===== src/rtl/async_fifo_pkg.sv =====
// Shared helpers for the dual-clock FIFO pointer blocks (write and read side).
// Gray/binary conversions operate on 32-bit containers; callers size the result.
package async_fifo_pkg;

    localparam int FIFO_ASIZE = 4;
    localparam int FIFO_DEPTH = 1 << FIFO_ASIZE;

    function automatic logic [31:0] bin2gray(input logic [31:0] b);
        return b ^ (b >> 1);
    endfunction

    // Prefix XOR from the MSB down, built by doubling shifts.
    function automatic logic [31:0] gray2bin(input logic [31:0] g);
        logic [31:0] r;
        r = g;
        for (int s = 1; s < 32; s = s << 1) begin
            r = r ^ (r >> s);
        end
        return r;
    endfunction

endpackage


===== src/rtl/wptr_full_level_gray2bin.sv =====
// Combinational Gray-to-binary converter; shared by the write and read pointer blocks.
module gray2bin #(
    parameter int W = 5
) (
    input  logic [W-1:0] i_gray,
    output logic [W-1:0] o_bin
);

    // Each binary bit is the XOR of its Gray bit and every Gray bit above it.
    for (genvar i = 0; i < W; i++) begin : g_bit
        assign o_bin[i] = ^i_gray[W-1:i];
    end

endmodule


===== src/rtl/wptr_full_level.sv =====
// Write-domain pointer, full/almost-full flags, fill level and sticky overflow
// for the dual-clock FIFO. Consumes the synchronised Gray read pointer.
module wptr_full_level
    import async_fifo_pkg::*;
#(
    parameter int ASIZE     = FIFO_ASIZE,
    parameter int AFULL_RST = 12
) (
    input  logic             wclk,
    input  logic             wrst,
    input  logic             winc,
    input  logic [ASIZE:0]   wq2_rptr,
    input  logic [ASIZE:0]   wafull_lvl,
    input  logic             wafull_ld,
    input  logic             wovf_clr,
    output logic             wen,
    output logic [ASIZE-1:0] waddr,
    output logic [ASIZE:0]   wptr,
    output logic             wfull,
    output logic             walmost_full,
    output logic [ASIZE:0]   wlevel,
    output logic             woverflow
);

    logic [ASIZE:0] r_bin;
    logic [ASIZE:0] r_wptr;
    logic           r_full;
    logic           r_afull;
    logic [ASIZE:0] r_level;
    logic           r_ovf;
    logic [ASIZE:0] r_thr;

    logic           w_wen;
    logic [ASIZE:0] w_binnext;
    logic [ASIZE:0] w_gnext;
    logic [ASIZE:0] w_rbin;
    logic [ASIZE:0] w_lvl_next;
    logic [ASIZE:0] w_full_ptr;
    logic           w_full_next;
    logic           w_afull_next;

    gray2bin #(.W(ASIZE + 1)) u_rptr_g2b (
        .i_gray (wq2_rptr),
        .o_bin  (w_rbin)
    );

    assign w_wen      = winc & ~r_full;
    assign w_binnext  = r_bin + (ASIZE + 1)'(w_wen);
    assign w_gnext    = (ASIZE + 1)'(bin2gray(32'(w_binnext)));
    // Modulo difference; the extra MSB keeps a full FIFO distinct from an empty one.
    assign w_lvl_next = w_binnext - w_rbin;

    // Full when the write pointer is one lap ahead: top two Gray bits inverted.
    assign w_full_ptr   = {~wq2_rptr[ASIZE:ASIZE-1], wq2_rptr[ASIZE-2:0]};
    assign w_full_next  = (w_gnext == w_full_ptr);
    assign w_afull_next = (w_lvl_next >= r_thr);

    always_ff @(posedge wclk or posedge wrst) begin
        if (wrst) begin
            r_bin   <= '0;
            r_wptr  <= '0;
            r_full  <= 1'b0;
            r_afull <= 1'b0;
            r_level <= '0;
        end else begin
            r_bin   <= w_binnext;
            r_wptr  <= w_gnext;
            r_full  <= w_full_next;
            r_afull <= w_afull_next;
            r_level <= w_lvl_next;
        end
    end

    // Overflow set wins over a same-cycle clear; threshold applies from the next compare.
    always_ff @(posedge wclk or posedge wrst) begin
        if (wrst) begin
            r_ovf <= 1'b0;
            r_thr <= (ASIZE + 1)'(AFULL_RST);
        end else begin
            if (winc && r_full) begin
                r_ovf <= 1'b1;
            end else if (wovf_clr) begin
                r_ovf <= 1'b0;
            end
            if (wafull_ld) begin
                r_thr <= wafull_lvl;
            end
        end
    end

    assign wen          = w_wen;
    assign waddr        = r_bin[ASIZE-1:0];
    assign wptr         = r_wptr;
    assign wfull        = r_full;
    assign walmost_full = r_afull;
    assign wlevel       = r_level;
    assign woverflow    = r_ovf;

endmodule


===== config.mk =====
export PLATFORM = sky130hd
export DESIGN_NAME = wptr_full_level
export DESIGN_NICKNAME = d
export VERILOG_FILES = /design/src/rtl/async_fifo_pkg.sv /design/src/rtl/wptr_full_level_gray2bin.sv /design/src/rtl/wptr_full_level.sv
export SDC_FILE = /design/constraint.sdc
export NUM_CORES = 1
export LEC_CHECK = 0
export CORE_MARGIN = 2
export CORE_UTILIZATION = 47
export CTS_BUF_LIST = sky130_fd_sc_hd__clkbuf_8 sky130_fd_sc_hd__clkbuf_16
export DETAILED_ROUTE_END_ITERATION = 8
export PLACE_DENSITY = 0.83
export SETUP_SLACK_MARGIN = 0.1
export SYNTH_ARGS = -nofsm -noshare
export SYNTH_HDL_FRONTEND = slang
export SYNTH_SLANG_ARGS = --single-unit

===== constraint.sdc =====
create_clock -name wclk -period 3.2 [get_ports wclk]
set_input_delay 0.96 -clock wclk [delete_from_list [all_inputs] [get_ports wclk]]
set_output_delay 0.96 -clock wclk [all_outputs]
set_load 0.01 [all_outputs]

==> impl_metrics.toml <==
[timing]
tns_ns = -0.08502
tightest_slew_ns = 0.8201
rsz0062_at_grt = "true"
fin_skew_ns = 0.007942
max_freq_mhz = 308.3
drv_slew = 0
postLayoutSetupSlackWorst_ns = -0.04343
period_needed_ns = 3.243
hold_viol = 0
max-slew-margin-rel_pct = 45.27
setup_viol = 2
period_share_pct = 101.4

[floorplanning]
fp.dieArea_mm2 = 0.003002
die_h_um = 54.79
rows = 18
ios = 33
floorplan.initialDensity_pct = 49.39
core_mm2 = 0.002455
die_w_um = 54.79

[status]
violations = "negative setup slack"
outcome = "finished with violations"

[power_and_ir_drop]
internal_power_uw = 1520
pwr-share-seq_pct = 20.3
power_switching_uw = 847.9
swShare_pct = 35.81
pwr-share-comb_pct = 71.2
p_leak_uw = 0.0009209
vdd_drop_max_v = 0.001015
pwr-share-clk_pct = 8.5
powerDensity_mw_per_mm2 = 1227

[critical_path]
critPathCaptureType = "flop"
path_class = "input port to flop"
reg2reg_slack_ns = 0.58
crit_path_start_kind = "input port"
cp_max_fo = 2
arrival_ns = 3.40
cp_data_required_time_ns = 3.36

[finish]
fin_area_mm2 = 0.001931
final_cells = 196
final_layout_size_suffix_gt1_share_pct = 33.73
multi_input_area_um2 = 659.4
n_fill_cell = 141
regArea_um2 = 553.0
area_growth_pct = 59.24
nets = 193
antenna_cells = 0

[clocking]
postCtsHoldBufs = 0
cts_buffers = 3
cts.sinks = 22
cts.path.max_buffers = 2
path_clk_slew_ns = 0.07
insertion_delay_ns = 0.27
cts-htree-levels = 1
cts_tree = "yes"
cts-root-buf = "clkbuf_8"

[placement]
numPlacedInstances = 178
gp_congestion = 0.7676
hpwl_mm = 1.968
place_area_mm2 = 0.001693
io_buffers = 32

[logic_synthesis]
ys_types = 27
netlist_instances = 103
ys_ff_latch = 22
syn-num-nets = 129
synth_area_mm2 = 0.001212
yosys_warnings = 0
yosysSeqAreaShare_pct = 45.61
syn_area_per_cell_um2 = 11.77

[grt]
overflow = 0
grt_max_degree = 23
grt_usage_pct = 21.95
antenna_found_initial = 0
first_global_vias = 1022
grt_pass1_wl_mm = 4.588

[drt]
wl_per_cell_um = 15.23
dr.first_iter.drc_count = 15
wl_mm = 2.986
drc_errors = 0
ant_nets = 0
dr.pass1.iters = 4
vias = 971
vias_per_cell = 4.954

[hold_path]
worstHoldPathType = "flop to flop"

[run]
maxCapViolCount = 0
-- sequential cells by signal, summed over array words and instances, names as in the netlist --
| name | cells |
|---|---|
| r_thr | 5 |
| wlevel | 5 |
| woverflow | 1 |
| wfull | 1 |
| r_bin | 5 |
| wptr | 4 |
| walmost_full | 1 |
-- routing by layer --
metal | share of wire (%) | routed length (um) | track usage [%]
met3 | 2.9 | 87 | 1.366
met1 | 38 | 1142 | 25.26
met2 | 56 | 1668 | 40.87
met5 | 0 | 0 | 0
met4 | 2.9 | 88 | 10.00
-- stage by stage --
| step | util [%] | setup WS (ns) | power, uW | hold WS [ns] |
|---|---|---|---|---|
| after floorplan | - | -0.1109 | 1194 | 0.4653 |
| after global placement | 68.96 | -0.6956 | 1615 | 0.4827 |
| after detailed placement | 68.96 | -0.7882 | 1676 | 0.4913 |
| after CTS | 76.96 | -0.07143 | 2246 | 0.5033 |
| after global routing | 78.64 | -0.1116 | 2515 | 0.5400 |
| final | 78.64 | -0.04343 | 2368 | 0.5252 |
-- layout make-up --
type / count / area share [%]
clock buffer: 4 / 2.852
multi-input combinational: 64 / 34.15
sequential: 22 / 28.65
tap: 30 / 1.944
timing repair buffer: 60 / 29.29
inverter: 16 / 3.111
-- timing repair --
action                     4_1_cts  5_1_grt
buffers inserted                12        4
resized for setup               26        7
pin swaps                       11        9
setup endpoints to repair        3        3
-- synthesized netlist by cell type --
cell / instances / area share, %
nor3b_1: 1 / 0.62
mux2_2: 1 / 0.93
nor2b_4: 1 / 1.1
nand3_2: 1 / 0.83
nand2_1: 6 / 1.9
a21oi_1: 2 / 0.83
clkbuf_1: 1 / 0.31
xnor2_1: 11 / 7.9
xnor2_4: 1 / 2.3
nand3_1: 2 / 0.83
ha_1: 10 / 10
xor2_1: 3 / 2.2
or3_1: 2 / 1.0
inv_1: 16 / 5.0
nand4_1: 1 / 0.52
fa_1: 1 / 1.7
dfstp_2: 2 / 4.3
nand2b_1: 1 / 0.52
and3b_2: 1 / 0.83
o21ai_0: 5 / 2.1
a22oi_2: 1 / 1.0
xor2_2: 2 / 2.7
dfrtp_1: 20 / 41
xnor2_2: 3 / 4.0
a211o_1: 1 / 0.72
o211ai_1: 1 / 0.62
a21o_1: 6 / 3.7
-- path summary, 6_finish.rpt --
path | from | endpoint | depth (start not counted)
hold reg to reg | r_thr[0] | r_thr[0] | 1
setup reg to reg | wfull | walmost_full | 11
hold / removal | r_thr[0] | r_thr[0] | 1
setup / recovery | wq2_rptr[4] | walmost_full | 13
min in group asynchronous | wrst | wptr[0] | 2
max in group asynchronous | wrst | wlevel[2] | 2
-- power groups by stage --
stage	clock (uW)	combinational [uW]	sequential, uW
after floorplan	0	662	532
after global placement	0	1130	482
after detailed placement	0	1190	487
after CTS	200	1560	483
after global routing	213	1810	491
final	201	1690	481
-- worst max-delay path, stage by stage --
cell and delay (ns):
buf_8 0.10, xnor2_4 0.19, xor2_2 0.23, xor2_2 0.23, xnor2_2 0.14, ha_2 0.20, fa_1 0.42, inv_2 0.10
ha_4 0.19, a21o_1 0.16, a21o_1 0.18, a21o_1 0.15, a21o_1 0.14
-- kinds of logic (layout without fill, tap and decap cells) --
family	after synthesis	count (layout)	share of synthesized area [%]
buffers and inverters	17	80	5.263
multiplexers	1	1	0.9287
XOR/XNOR	20	20	19.09
flip-flops	22	22	45.61
AO/OA/AOI/OAI	16	16	8.978
AND/OR/NAND/NOR	16	16	8.153
adder cells (fa/ha/maj)	11	11	11.97
-- placed cells by master, fill, tap and decap left out --
master | synthesis | final
nand2b_1 | 1 | 1
xor2_2 | 2 | 3
dlymetal6s2s_1 | 0 | 1
dfrtp_1 | 20 | 20
nand2_1 | 6 | 6
buf_8 | 0 | 2
buf_6 | 0 | 7
xnor2_2 | 3 | 4
fa_1 | 1 | 1
xor2_1 | 3 | 2
ha_1 | 10 | 6
nand4_1 | 1 | 1
ha_2 | 0 | 2
o211ai_1 | 1 | 1
buf_4 | 0 | 21
nor3b_1 | 1 | 1
nand3_2 | 1 | 1
and3b_2 | 1 | 1
nor2b_4 | 1 | 1
ha_4 | 0 | 2
a22oi_2 | 1 | 1
a21o_1 | 6 | 6
nand3_1 | 2 | 2
dfstp_2 | 2 | 2
xnor2_1 | 11 | 9
o21ai_0 | 5 | 5
inv_2 | 0 | 2
mux2_2 | 1 | 1
inv_1 | 16 | 14
clkbuf_8 | 0 | 4
xnor2_4 | 1 | 2
dlygate4sd2_1 | 0 | 3
a21oi_1 | 2 | 2
or3_1 | 2 | 2
clkdlybuf4s50_1 | 0 | 26
a211o_1 | 1 | 1
No activity file was read; power rests on OpenSTA's default activity.
